===== src/rtl/xpmwrap_sdpram_fifo_ctrl.sv =====
// rtl/xpmwrap_sdpram_fifo_ctrl.sv - common-clock FIFO controller around a 2-cycle-latency simple dual-port RAM
// Credit-limited reads feed a 4-entry output skid buffer so the read stream sustains 1 word/clk.
module xpmwrap_sdpram_fifo_ctrl #(
  parameter int ADDR_WIDTH = 6,
  parameter int DATA_WIDTH = 32
) (
  input  logic                  clk,
  input  logic                  rstn,
  input  logic [DATA_WIDTH-1:0] s_tdata,
  input  logic                  s_tvalid,
  output logic                  s_tready,
  output logic [DATA_WIDTH-1:0] m_tdata,
  output logic                  m_tvalid,
  input  logic                  m_tready,
  output logic [ADDR_WIDTH+2:0] level,
  output logic [DATA_WIDTH-1:0] ram_dina,
  output logic [ADDR_WIDTH-1:0] ram_addra,
  output logic                  ram_wea,
  output logic                  ram_ena,
  output logic [ADDR_WIDTH-1:0] ram_addrb,
  output logic                  ram_enb,
  output logic                  ram_regceb,
  output logic                  ram_rstb,
  input  logic [DATA_WIDTH-1:0] ram_doutb
);

  localparam int DEPTH      = 2**ADDR_WIDTH;
  localparam int OBUF_DEPTH = 4;
  localparam int RD_LAT     = 2;
  localparam logic [ADDR_WIDTH:0] RAM_FULL = (ADDR_WIDTH+1)'(DEPTH);

  logic [ADDR_WIDTH-1:0] r_wr_ptr;
  logic [ADDR_WIDTH-1:0] r_rd_ptr;
  logic [ADDR_WIDTH:0]   r_ram_cnt;
  logic                  r_s_tready;
  logic [RD_LAT-1:0]     r_vld_pipe;
  logic                  r_cap_pending;
  logic [DATA_WIDTH-1:0] r_cap_data;
  logic [DATA_WIDTH-1:0] r_obuf [OBUF_DEPTH];
  logic [1:0]            r_ob_wr;
  logic [1:0]            r_ob_rd;
  logic [2:0]            r_ob_cnt;
  logic                  r_m_tvalid;
  logic [DATA_WIDTH-1:0] r_m_tdata;
  logic [ADDR_WIDTH+2:0] r_level;

  logic                  w_push;
  logic                  w_pop;
  logic                  w_issue;
  logic [2:0]            w_inflight;
  logic [3:0]            w_credit_used;
  logic [ADDR_WIDTH:0]   w_ram_cnt_nxt;
  logic [1:0]            w_ob_rd_nxt;
  logic [2:0]            w_ob_remain;
  logic [2:0]            w_ob_cnt_nxt;
  logic [DATA_WIDTH-1:0] w_head;

  assign w_push     = s_tvalid & r_s_tready;
  assign w_pop      = r_m_tvalid & m_tready;
  assign w_inflight = 3'($countones(r_vld_pipe)) + 3'(r_cap_pending);

  // A pop this cycle frees its slot for an issue in the same cycle, so the
  // issue-to-pop loop of four cycles runs at one word per clock.
  assign w_credit_used = 4'(r_ob_cnt) + 4'(w_inflight) - 4'(w_pop);
  assign w_issue       = (r_ram_cnt != '0) && (w_credit_used < 4'(OBUF_DEPTH));
  assign w_ram_cnt_nxt = r_ram_cnt + (ADDR_WIDTH+1)'(w_push) - (ADDR_WIDTH+1)'(w_issue);

  assign w_ob_rd_nxt  = r_ob_rd + 2'(w_pop);
  assign w_ob_remain  = r_ob_cnt - 3'(w_pop);
  assign w_ob_cnt_nxt = w_ob_remain + 3'(r_cap_pending);

  always_comb begin
    w_head = r_m_tdata;
    if (w_ob_remain != '0) begin
      w_head = r_obuf[w_ob_rd_nxt];
    end else if (r_cap_pending) begin
      w_head = r_cap_data;
    end
  end

  always_ff @(posedge clk) begin
    if (r_cap_pending) begin
      r_obuf[r_ob_wr] <= r_cap_data;
    end
  end

  always_ff @(posedge clk or negedge rstn) begin
    if (!rstn) begin
      r_wr_ptr      <= '0;
      r_rd_ptr      <= '0;
      r_ram_cnt     <= '0;
      r_s_tready    <= 1'b0;
      r_vld_pipe    <= '0;
      r_cap_pending <= 1'b0;
      r_cap_data    <= '0;
      r_ob_wr       <= '0;
      r_ob_rd       <= '0;
      r_ob_cnt      <= '0;
      r_m_tvalid    <= 1'b0;
      r_m_tdata     <= '0;
      r_level       <= '0;
    end else begin
      if (w_push) begin
        r_wr_ptr <= r_wr_ptr + ADDR_WIDTH'(1);
      end
      if (w_issue) begin
        r_rd_ptr <= r_rd_ptr + ADDR_WIDTH'(1);
      end
      r_ram_cnt     <= w_ram_cnt_nxt;
      r_s_tready    <= (w_ram_cnt_nxt < RAM_FULL);
      r_vld_pipe    <= {r_vld_pipe[RD_LAT-2:0], w_issue};
      // doutb is valid in the cycle vld_pipe's last stage is set
      r_cap_pending <= r_vld_pipe[RD_LAT-1];
      if (r_vld_pipe[RD_LAT-1]) begin
        r_cap_data <= ram_doutb;
      end
      if (r_cap_pending) begin
        r_ob_wr <= r_ob_wr + 2'(1);
      end
      r_ob_rd    <= w_ob_rd_nxt;
      r_ob_cnt   <= w_ob_cnt_nxt;
      r_m_tvalid <= (w_ob_cnt_nxt != '0);
      r_m_tdata  <= w_head;
      r_level    <= r_level + (ADDR_WIDTH+3)'(w_push) - (ADDR_WIDTH+3)'(w_pop);
    end
  end

  a_no_obuf_overflow: assert property (@(posedge clk) disable iff (!rstn)
    (4'(r_ob_cnt) + 4'(w_inflight) <= 4'(OBUF_DEPTH)));

  assign s_tready   = r_s_tready;
  assign m_tvalid   = r_m_tvalid;
  assign m_tdata    = r_m_tdata;
  assign level      = r_level;
  assign ram_dina   = s_tdata;
  assign ram_addra  = r_wr_ptr;
  assign ram_wea    = w_push;
  assign ram_ena    = w_push;
  assign ram_addrb  = r_rd_ptr;
  assign ram_enb    = w_issue;
  assign ram_regceb = 1'b1;
  assign ram_rstb   = 1'b0;

endmodule


===== config.mk =====
export PLATFORM = sky130hd
export DESIGN_NAME = xpmwrap_sdpram_fifo_ctrl
export DESIGN_NICKNAME = d
export VERILOG_FILES = /design/src/rtl/xpmwrap_sdpram_fifo_ctrl.sv
export SDC_FILE = /design/constraint.sdc
export NUM_CORES = 1
export LEC_CHECK = 0
export ABC_AREA = 1
export CAP_MARGIN = 20
export CORE_UTILIZATION = 30
export DETAILED_ROUTE_END_ITERATION = 16
export PLACE_DENSITY = 0.58
export SLEW_MARGIN = 20
export SYNTH_ARGS = -nofsm -noshare
export SYNTH_HDL_FRONTEND = slang
export SYNTH_SLANG_ARGS = --single-unit

===== constraint.sdc =====
create_clock -name clk -period 10.3 [get_ports clk]
set_input_delay 2.06 -clock clk [delete_from_list [all_inputs] [get_ports clk]]
set_output_delay 2.06 -clock clk [all_outputs]
set_load 0.05 [all_outputs]

Yosys cells after proc, flatten, opt, wreduce, memory -nomap -nowiden
Memories as Yosys holds them, arrays and structs flattened.
Cells that the tools add are included.
- order comparisons: 2
- bitwise gates (word level): 2
- $add $sub $neg: 14
- multiplexer cells: 4
- reduce and logical (&&, ||, !) cells: 5
- operators by type and width (cell ; number):
    $mux W32 ; 2
    $add A6 B1 Y6 const B ; 2
    $add A9 B1 Y9 ; 1
    $sub A9 B1 Y9 ; 1
    $add A7 B1 Y7 ; 1
    $lt A7 B7 Y1 const B ; 1
    $reduce_bool A7 Y1 ; 1
    $sub A7 B1 Y7 ; 1
    $reduce_bool A3 Y1 ; 2
    $add A3 B3 Y4 ; 1
    $lt A4 B3 Y1 const B ; 1
    $sub A4 B1 Y4 ; 1
    $add A2 B1 Y3 ; 1
    $add A3 B1 Y3 ; 1
    $sub A3 B1 Y3 ; 1
    $add A1 B1 Y2 ; 1
    $add A2 B1 Y2 ; 1
    $add A2 B1 Y2 const B ; 1
    $and A1 B1 Y1 ; 2
    $mux W1 ; 2
    $reduce_bool A2 Y1 ; 1
    $logic_and A1 B1 Y1 ; 1
- word-level logic and storage cells: 41
- output and inout port bits: 92
- memories: 1
- RAM bits: 128
- register bits: 104
- bits of input ports: 68
- memory list (memory ; words ; bits a word ; rd ports ; clocked after memory_dff ; wr ports ; RTL line ; source):
    r_obuf ; 4 ; 32 ; 1 ; 0 ; 1 ; 39 ; logic [DATA_WIDTH-1:0] r_obuf [OBUF_DEPTH];

Logic depth before layout (Yosys ltp)
Gate-level depths: netlist of run 1.
- depth after elaboration: 8
- depth in mapped cells: 22
- depth with buffers taken out: 22

Worst setup path after synthesis of run 1
Ideal clock, no wire load.
- path type: input -> output
- start point: in m_tready
- end point: out ram_enb
- arrival time: 4053 ps
- slack: 4187 ps
- data required time: 8240 ps
- cell stages on the path: 12
- path buffers: 0
- cells stage by stage: nand2_2 -> inv_2 -> nand2_1 -> nand2_1 -> fa_1 -> ha_1 -> nand3_1 -> nand2_1 -> inv_1 -> nand2_1 -> nand2_1 -> nor2_1
- word-level cells in the longest chain between the ends: 4
- ends and longest elaborated chain (item ; RTL line ; source):
    start, declared ; 14 ; input logic m_tready,
    $and A1 B1 Y1 ; 59 ; assign w_pop = r_m_tvalid & m_tready;
    $sub A4 B1 Y4 ; 64 ; assign w_credit_used = 4'(r_ob_cnt) + 4'(w_inflight) - 4'(w_pop);
    $lt A4 B3 Y1 ; 65 ; assign w_issue = (r_ram_cnt != '0) && (w_credit_used < 4'(OBUF_DEPTH));
    $logic_and A1 B1 Y1 ; 65 ;
    end, declared ; 21 ; output logic ram_enb,
Every way passes these cells.

Worst setup path in the final report of run 1
Ends and elaborated chain as after synthesis.

==> results of run 1 <==
layer usage:
metal,global-route usage,wire [um],share of wire
met5,0,0,0
met4,0.02854,378,0.017
met3,0.02669,1284,0.056
met2,0.2218,10740,0.47
met1,0.1666,10440,0.46
worst max path at each step:
| stage | from | to | cells after the start |
|---|---|---|---|
| CTS | m_tready | ram_enb | 14 |
| finish | m_tready | ram_enb | 14 |
| floorplan | m_tready | ram_enb | 12 |
| global placement | m_tready | ram_enb | 14 |
| detailed placement | m_tready | ram_enb | 14 |
| global route | m_tready | ram_enb | 14 |
flip-flops by register name (all words and copies together), names as in the netlist:
signal	count
r_cap_data	32
m_tdata	32
ram_addrb	6
m_tvalid	1
level	9
r_ram_cnt	7
ram_addra	6
r_cap_pending	1
r_ob_cnt	3
r_ob_rd	2
r_obuf	128
r_ob_wr	2
s_tready	1
r_vld_pipe	2
critical path, cell delays in order:
cell and delay (ns):
clkdlybuf4s50_1 0.43, nand2_2 0.12, inv_2 0.08, nand2_1 0.08, nand2_1 0.07, fa_1 0.36
ha_1 0.28, nand3_1 0.07, nand2_1 0.09, inv_1 0.04, nand2_1 0.08, nand2_1 0.06
nor2_1 0.37, clkdlybuf4s50_1 0.90
cells in the mapped netlist (2+ instances only):
cell      number  share of area
buf_4         36          0.026
nand4_1        4         0.0024
a21oi_1        9         0.0043
clkbuf_2       2        0.00095
buf_6         10          0.011
dfrtp_1      104           0.25
nor2_1        12         0.0043
o21ai_1        3         0.0014
fa_1           3         0.0057
nand2_2        3         0.0018
o21ai_0       65          0.031
o21bai_1       2         0.0014
inv_2          3         0.0011
xor2_1        11         0.0091
clkbuf_1      10         0.0036
nand3_1      109          0.052
xnor2_1        8         0.0066
edfxtp_1     128           0.36
conb_1         2        0.00071
inv_1        122          0.043
buf_2         21          0.010
ha_1          31          0.037
nand2_1      366           0.13
cell families after synthesis:
group           Yosys count  synth area share
flops                   232            0.6112
simple gates            497            0.1929
buf+inv                 204           0.09527
fa+ha+maj                34           0.04247
xor+xnor                 20           0.01732
compound gates           82           0.04010
other cells               2         0.0007121
through the flow:
step,area (um^2),std cells,utilization
5_1_grt,12550,1602,0.3633
6_report,12550,1602,0.3633
3_3_place_gp,11620,1552,0.3365
3_5_place_dp,11620,1552,0.3365
2_1_floorplan,10550,1071,-
4_1_cts,12490,1600,0.3617
area by class of cell:
class / count / area [um^2] / area share
clock inverter: 14 / 147.6 / 0.01177
multi-input combinational: 635 / 3119 / 0.2486
tap: 455 / 569.3 / 0.04537
inverter: 125 / 469.2 / 0.03739
clock buffer: 34 / 721.9 / 0.05753
timing repair buffer: 107 / 1074 / 0.08555
sequential: 232 / 6447 / 0.5138
==> impl_metrics.json, run 1 <==
{
  "synth_edf_count": 128,
  "critical_path.max_fanout": 7,
  "crit_path_start_kind": "input port",
  "whs_endpoint": "r_vld_pipe[1]$_DFF_PN0_",
  "numCtsBuffers": 26,
  "cp.arrival_ns": 5.07,
  "global_route.overflow_total": 0,
  "yosysWarnings": 0,
  "clk_latency_ns": 0.52,
  "async_reset_ff_frac": 0.4483,
  "fin_skew_ns": 0.01031,
  "setup_viol": 0,
  "gp_congestion": 0.7351,
  "start_util": 0.3053,
  "crit_type": "input port to output port",
  "chipHeight_um": 189.5,
  "regToRegSetupSlack_ns": 5.81,
  "synth_nets": 1173,
  "pre_cts_slack_ns": 3.145,
  "first_iter_violations": 348,
  "setup_ws_ns": 3.165,
  "netlist_instances": 1071,
  "postCtsHoldBufs": 0,
  "cp-end-kind": "output port",
  "dp_hpwl_um": 13810,
  "std_cell_rows": 68,
  "max-slew-margin-rel": 0.4969,
  "syn_area_per_cell_um2": 9.847,
  "clk_path_buf_depth": 3,
  "setup_tns_ns": 0,
  "drt_pass1_iterations": 4,
  "drv_slew": 0,
  "r2r_start": "r_vld_pipe[1]$_DFF_PN0_",
  "cts_sinks": 232,
  "wl_um": 22840,
  "grt_pass1_wl_um": 36910,
  "diodes": 0,
  "finalWorstPathRequiredPeriod_ns": 7.135,
  "drive_gt1_frac": 0.05580,
  "grt_max_degree": 130,
  "layout_commonest_cell": "nand2_1",
  "synth_ff_type": "edfxtp_1",
  "ys_seq_area_frac": 0.6112,
  "max_freq_mhz": 140.2,
  "htreeDepth": 1,
  "detail-route-antenna-nets": 0,
  "grt.total_usage": 0.1292,
  "cts_setup_buffers": 0,
  "hold_path.startpoint": "r_vld_pipe[0]$_DFF_PN0_",
  "timing.rr.end": "s_tready$_DFF_PN0_",
  "cp.required_ns": 8.24,
  "holdPathStages": 0,
  "wl_per_cell_um": 14.25,
  "synth.cell_area_mm2": 0.01055,
  "port_buffers": 93,
  "nets": 1229,
  "route.vias.total": 6946,
  "drcViolationCount": 0,
  "worstRegToRegCells": 22,
  "grt_pass1_vias": 6952,
  "rsz0062_at_grt": "false",
  "synth-seq-cells": 232,
  "hold_violations": 0,
  "post_cts_resized": 0,
  "dieArea_mm2": 0.03591,
  "syn2layout_area_growth_pct": 18.98,
  "antenna_found_initial": 0,
  "worst_pin_slew_ns": 0.7535,
  "cts_tree": "done",
  "avgViaCountPerCell": 4.336,
  "final_min_period_over_clock_period": 0.6927,
  "outcome": "completed",
  "layout_common_cells": "nand2_1 (366), edfxtp_1 (128), inv_1 (118)",
  "coreArea_mm2": 0.03454,
  "ys_types": 30,
  "fp.dieW_um": 189.5,
  "cts_root_buf": "clkbuf_16",
  "fillCellCount": 3489,
  "ios": 160,
  "fin_hold_ws_ns": 0.4052,
  "hold_path_class": "flop to flop",
  "clkTransAtPathRegs_ns": 0.06,
  "cap_violations": 0
}
Power of run 1 is not shown: default switching activity piles up to over one toggle a cycle in this logic, so the estimate is an artifact.
==> run 2, diff against run 1 <==
PLACE_DENSITY = 0.6   (was 0.58)
clock period = 6.1 ns   (was 10.3 ns; I/O delays follow)
==> impl_metrics.json, run 2 (synthesized netlist as in run 1, its figures left out) <==
{
  "outcome": "completed",
  "wl_per_cell_um": 14.33,
  "drt_pass1_iterations": 5,
  "whs_endpoint": "r_vld_pipe[1]$_DFF_PN0_",
  "postCtsHoldBufs": 0,
  "cts_setup_buffers": 0,
  "port_buffers": 93,
  "drv_slew": 0,
  "gp_congestion": 0.7918,
  "cp_num_buf_inv": 4,
  "top_layer_used": "met5",
  "cpMostUsedCell": "nand2_1",
  "cp.required_ns": 4.88,
  "grt_max_degree": 86,
  "rsz0062_at_grt": "false",
  "holdPathStages": 0,
  "fin_skew_ns": 0.01639,
  "largest_reg_flops": 128,
  "cpMaxStageDelayCell": "nor2_1",
  "cts_tree": "done",
  "worstRegToRegCells": 21,
  "drive_gt1_frac": 0.05254,
  "dp_hpwl_um": 14240,
  "coreArea_mm2": 0.03454,
  "max_freq_mhz": 205.1,
  "drcViolationCount": 0,
  "std_cell_rows": 68,
  "final_min_period_over_clock_period": 0.7994,
  "grt.total_usage": 0.1298,
  "setup_viol": 0,
  "met1Wirelength_um": 10310,
  "crit_path_start_kind": "input port",
  "layout_commonest_cell": "nand2_1",
  "hold_path.startpoint": "r_vld_pipe[0]$_DFF_PN0_",
  "post_cts_resized": 0,
  "clkTransAtPathRegs_ns": 0.06,
  "layout_common_cells": "nand2_1 (366), edfxtp_1 (128), inv_1 (119)",
  "clk_latency_ns": 0.52,
  "worst_pin_slew_ns": 0.8805,
  "clk_path_buf_depth": 3,
  "antenna_found_initial": 4,
  "dr_wl_met3_um": 1349,
  "route.vias.total": 7055,
  "cts_root_buf": "clkbuf_16",
  "regMostFlops": "r_obuf",
  "grt_pass1_wl_um": 37170,
  "ios": 160,
  "hold_path_class": "flop to flop",
  "timing.rr.end": "s_tready$_DFF_PN0_",
  "htreeDepth": 1,
  "numCtsBuffers": 25,
  "setup_tns_ns": 0,
  "detail-route-antenna-nets": 0,
  "cp-end-kind": "output port",
  "crit_type": "input port to output port",
  "global_route.overflow_total": 0,
  "avgViaCountPerCell": 4.412,
  "critical_path.max_fanout": 7,
  "wl_um": 22910,
  "syn2layout_area_growth_pct": 17.58,
  "start_util": 0.3053,
  "nets": 1227,
  "routed-wl-met2_um": 10780,
  "r2r_start": "r_vld_pipe[1]$_DFF_PN0_",
  "regToRegSetupSlack_ns": 1.75,
  "dieArea_mm2": 0.03591,
  "critical_path.top_delay_family": "simple AND/OR/NAND/NOR gates",
  "fp.dieW_um": 189.5,
  "worst-path-stages": 14,
  "chipHeight_um": 189.5,
  "cts_sinks": 232,
  "cp.arrival_ns": 3.66,
  "hold_violations": 0,
  "grt_pass1_vias": 6890,
  "max-slew-margin-rel": 0.4094,
  "critPathMaxStageDelay_ns": 0.47,
  "finalWorstPathRequiredPeriod_ns": 4.876,
  "cap_violations": 0,
  "first_iter_violations": 409,
  "crit_chain": "clkdlybuf4s50_1 > nand2_2 > inv_2 > nand2_1 > nand2_1 > fa_1 > ha_1 > nand3_1 > nand2_1 > inv_1 > nand2_1 > nand2_1 > nor2_1 > buf_12"
}
==> run 2: changes by cell type in the layout (fill, tap and decap cells not counted), sizes merged <==
cell | previous run | this run
diode | 0 | 2
bufinv | 3 | 1
clkinvlp | 2 | 0
clkbuf | 34 | 35
inv | 122 | 123
clkinv | 12 | 10
clkdlybuf4s50 | 92 | 91
==> run 2: worst max path at each step <==
stage,start,end,slack [ns]
final,m_tready,ram_enb,1.22
after global routing,m_tready,ram_enb,1.02
after CTS,m_tready,ram_enb,1.21
after detailed placement,m_tready,s_tready$_DFF_PN0_,0.89
after global placement,m_tready,s_tready$_DFF_PN0_,0.95
after floorplan,m_tready,s_tready$_DFF_PN0_,1.26
==> run 2: cell type report <==
| cell class | count | area [um^2] |
|---|---|---|
| fillers | 3510 | 22140 |
| flip-flops and latches | 232 | 6447 |
| multi-input cells | 635 | 3119 |
| repair buffers | 106 | 1036 |
| clock buffers | 35 | 683.2 |
| well taps | 455 | 569.3 |
| inverters | 125 | 469.2 |
| clock inverters | 9 | 71.32 |
| diodes | 2 | 5.005 |
==> run 2: metrics by stage <==
step           setup slack, ns  hold WS [ns]  instance area, um^2  cells  utilization
2_1_floorplan            1.264        0.3519                10550   1071            -
3_3_place_gp            0.9456        0.3785                11640   1553       0.3370
3_5_place_dp            0.8922        0.3761                11640   1553       0.3370
4_1_cts                  1.210        0.3863                12400   1597       0.3588
5_1_grt                  1.016        0.4108                12400   1597       0.3588
6_report                 1.224        0.3853                12400   1599       0.3590
==> run 2: metal layers <==
layer | global-route usage | vias to the layer above
met1 | 0.1700 | 3349
met5 | 0 | -
met3 | 0.03058 | 41
met4 | 0.03009 | 4
met2 | 0.2161 | 140
li1 | - | 3521
Power of run 2 is left out for the same reason.
==> run 3, diff against run 2 <==
clock period = 4.2 ns   (was 6.1 ns; I/O delays follow)
==> impl_metrics.json, run 3 (synthesized netlist as in run 1, its figures left out) <==
{
  "crit_type": "input port to output port",
  "drive_gt1_frac": 0.05836,
  "cts_sinks": 232,
  "max-slew-margin-rel": 0.3971,
  "clk_path_buf_depth": 3,
  "setup_tns_ns": 0,
  "cp_num_buf_inv": 5,
  "cts_root_buf": "clkbuf_16",
  "coreArea_mm2": 0.03454,
  "nets": 1232,
  "htreeDepth": 1,
  "cpMaxStageDelayCell": "clkdlybuf4s50_1",
  "fin_skew_ns": 0.009343,
  "start_util": 0.3053,
  "critical_path.max_fanout": 6,
  "cp.required_ns": 3.36,
  "grt.total_usage": 0.1322,
  "critical_path.top_delay_family": "buffers and inverters",
  "detail-route-antenna-nets": 0,
  "cp-end-kind": "output port",
  "gp_congestion": 0.7852,
  "dp_hpwl_um": 14380,
  "drcViolationCount": 0,
  "cpMostUsedCell": "nand2_1",
  "max_freq_mhz": 264.7,
  "cp.arrival_ns": 2.94,
  "diodes": 0,
  "crit_chain": "clkdlybuf4s50_1 > nand2_2 > inv_2 > nand2_1 > nand2_1 > fa_1 > ha_1 > nand3_1 > nand2_1 > inv_1 > nand2_1 > nand2_1 > nor2_2 > buf_4 > buf_12",
  "grt_max_degree": 101,
  "cts_setup_buffers": 0,
  "drv_slew": 0,
  "clkTransAtPathRegs_ns": 0.06,
  "grt_pass1_vias": 7132,
  "cts_tree": "done",
  "antenna_found_initial": 1,
  "ios": 160,
  "layout_commonest_cell": "nand2_1",
  "wl_um": 23230,
  "global_route.overflow_total": 0,
  "syn2layout_area_growth_pct": 18.14,
  "grt_pass1_wl_um": 37830,
  "critPathMaxStageDelay_ns": 0.41,
  "clk_latency_ns": 0.52,
  "numCtsBuffers": 24,
  "layout_common_cells": "nand2_1 (366), edfxtp_1 (128), inv_1 (118)",
  "avgViaCountPerCell": 4.451,
  "worst_pin_slew_ns": 0.9044,
  "port_buffers": 93,
  "postCtsHoldBufs": 0,
  "rsz0062_at_grt": "false",
  "regMostFlops": "r_obuf",
  "setup_viol": 0,
  "post_cts_resized": 0,
  "hold_violations": 0,
  "hold_path_class": "flop to flop",
  "std_cell_rows": 68,
  "dieArea_mm2": 0.03591,
  "outcome": "completed",
  "finalWorstPathRequiredPeriod_ns": 3.778,
  "fp.dieW_um": 189.5,
  "cap_violations": 0,
  "wl_per_cell_um": 14.49,
  "route.vias.total": 7135,
  "first_iter_violations": 491,
  "chipHeight_um": 189.5,
  "largest_reg_flops": 128,
  "crit_path_start_kind": "input port",
  "final_min_period_over_clock_period": 0.8996,
  "drt_pass1_iterations": 5
}
-- run 3: changes by cell type in the layout (fill, tap and decap cells not counted), sizes merged --
cell / before / now
buf: 15 / 21
clkinv: 10 / 12
diode: 2 / 0
inv: 123 / 121
-- run 3: worst paths after layout --
path / startpoint / endpoint / slack (ns) / depth (start not counted)
min: r_vld_pipe[0]$_DFF_PN0_ / r_vld_pipe[1]$_DFF_PN0_ / 0.41 / 0
max in group asynchronous: rstn / m_tdata[25]$_DFFE_PN0P_ / 2.84 / 2
min in group asynchronous: rstn / level[4]$_DFF_PN0_ / 0.44 / 1
min reg2reg: r_vld_pipe[0]$_DFF_PN0_ / r_vld_pipe[1]$_DFF_PN0_ / 0.41 / 0
max reg2reg: r_vld_pipe[1]$_DFF_PN0_ / s_tready$_DFF_PN0_ / 0.62 / 22
max: m_tready / ram_enb / 0.42 / 15
-- run 3: layout make-up --
type                       count  area [um^2]
inverter                     125        469.2
multi-input combinational    635         3122
sequential                   232         6447
timing repair buffer         112         1094
clock inverter                 9        75.07
tap                          455        569.3
fill                        3506        22080
clock buffer                  35        683.2
-- run 3: metal layers --
layer / vias up / routed length, um / GRT usage
li1: 3524 / - / -
met1: 3428 / 10470 / 0.1719
met2: 152 / 11070 / 0.2247
met3: 31 / 1267 / 0.02817
met4: 0 / 416 / 0.02885
met5: - / 0 / 0
-- run 3: through the flow --
step                      instances  setup WS [ns]  hold WS (ns)    util  instance area (um^2)
final                          1603         0.4218        0.4117  0.3607                 12460
after global routing           1603         0.1483        0.4299  0.3607                 12460
after CTS                      1603         0.4143        0.4136  0.3607                 12460
after detailed placement       1559       -0.06274        0.3993  0.3387                 11700
after global placement         1559        0.08517        0.4099  0.3387                 11700
after floorplan                1071        0.06807        0.3519       -                 10550
-- run 3: worst reg2reg max path: cells and delay by family, from the launching register on --
family,cells,cell delay [ns]
AOI/OAI and AO/OA,1,0.28
adders and majority gates,5,1.45
buffers and inverters,5,0.49
DFF,1,0.35
and+or+nand+nor,11,0.97
Power of run 3 is left out for the same reason.
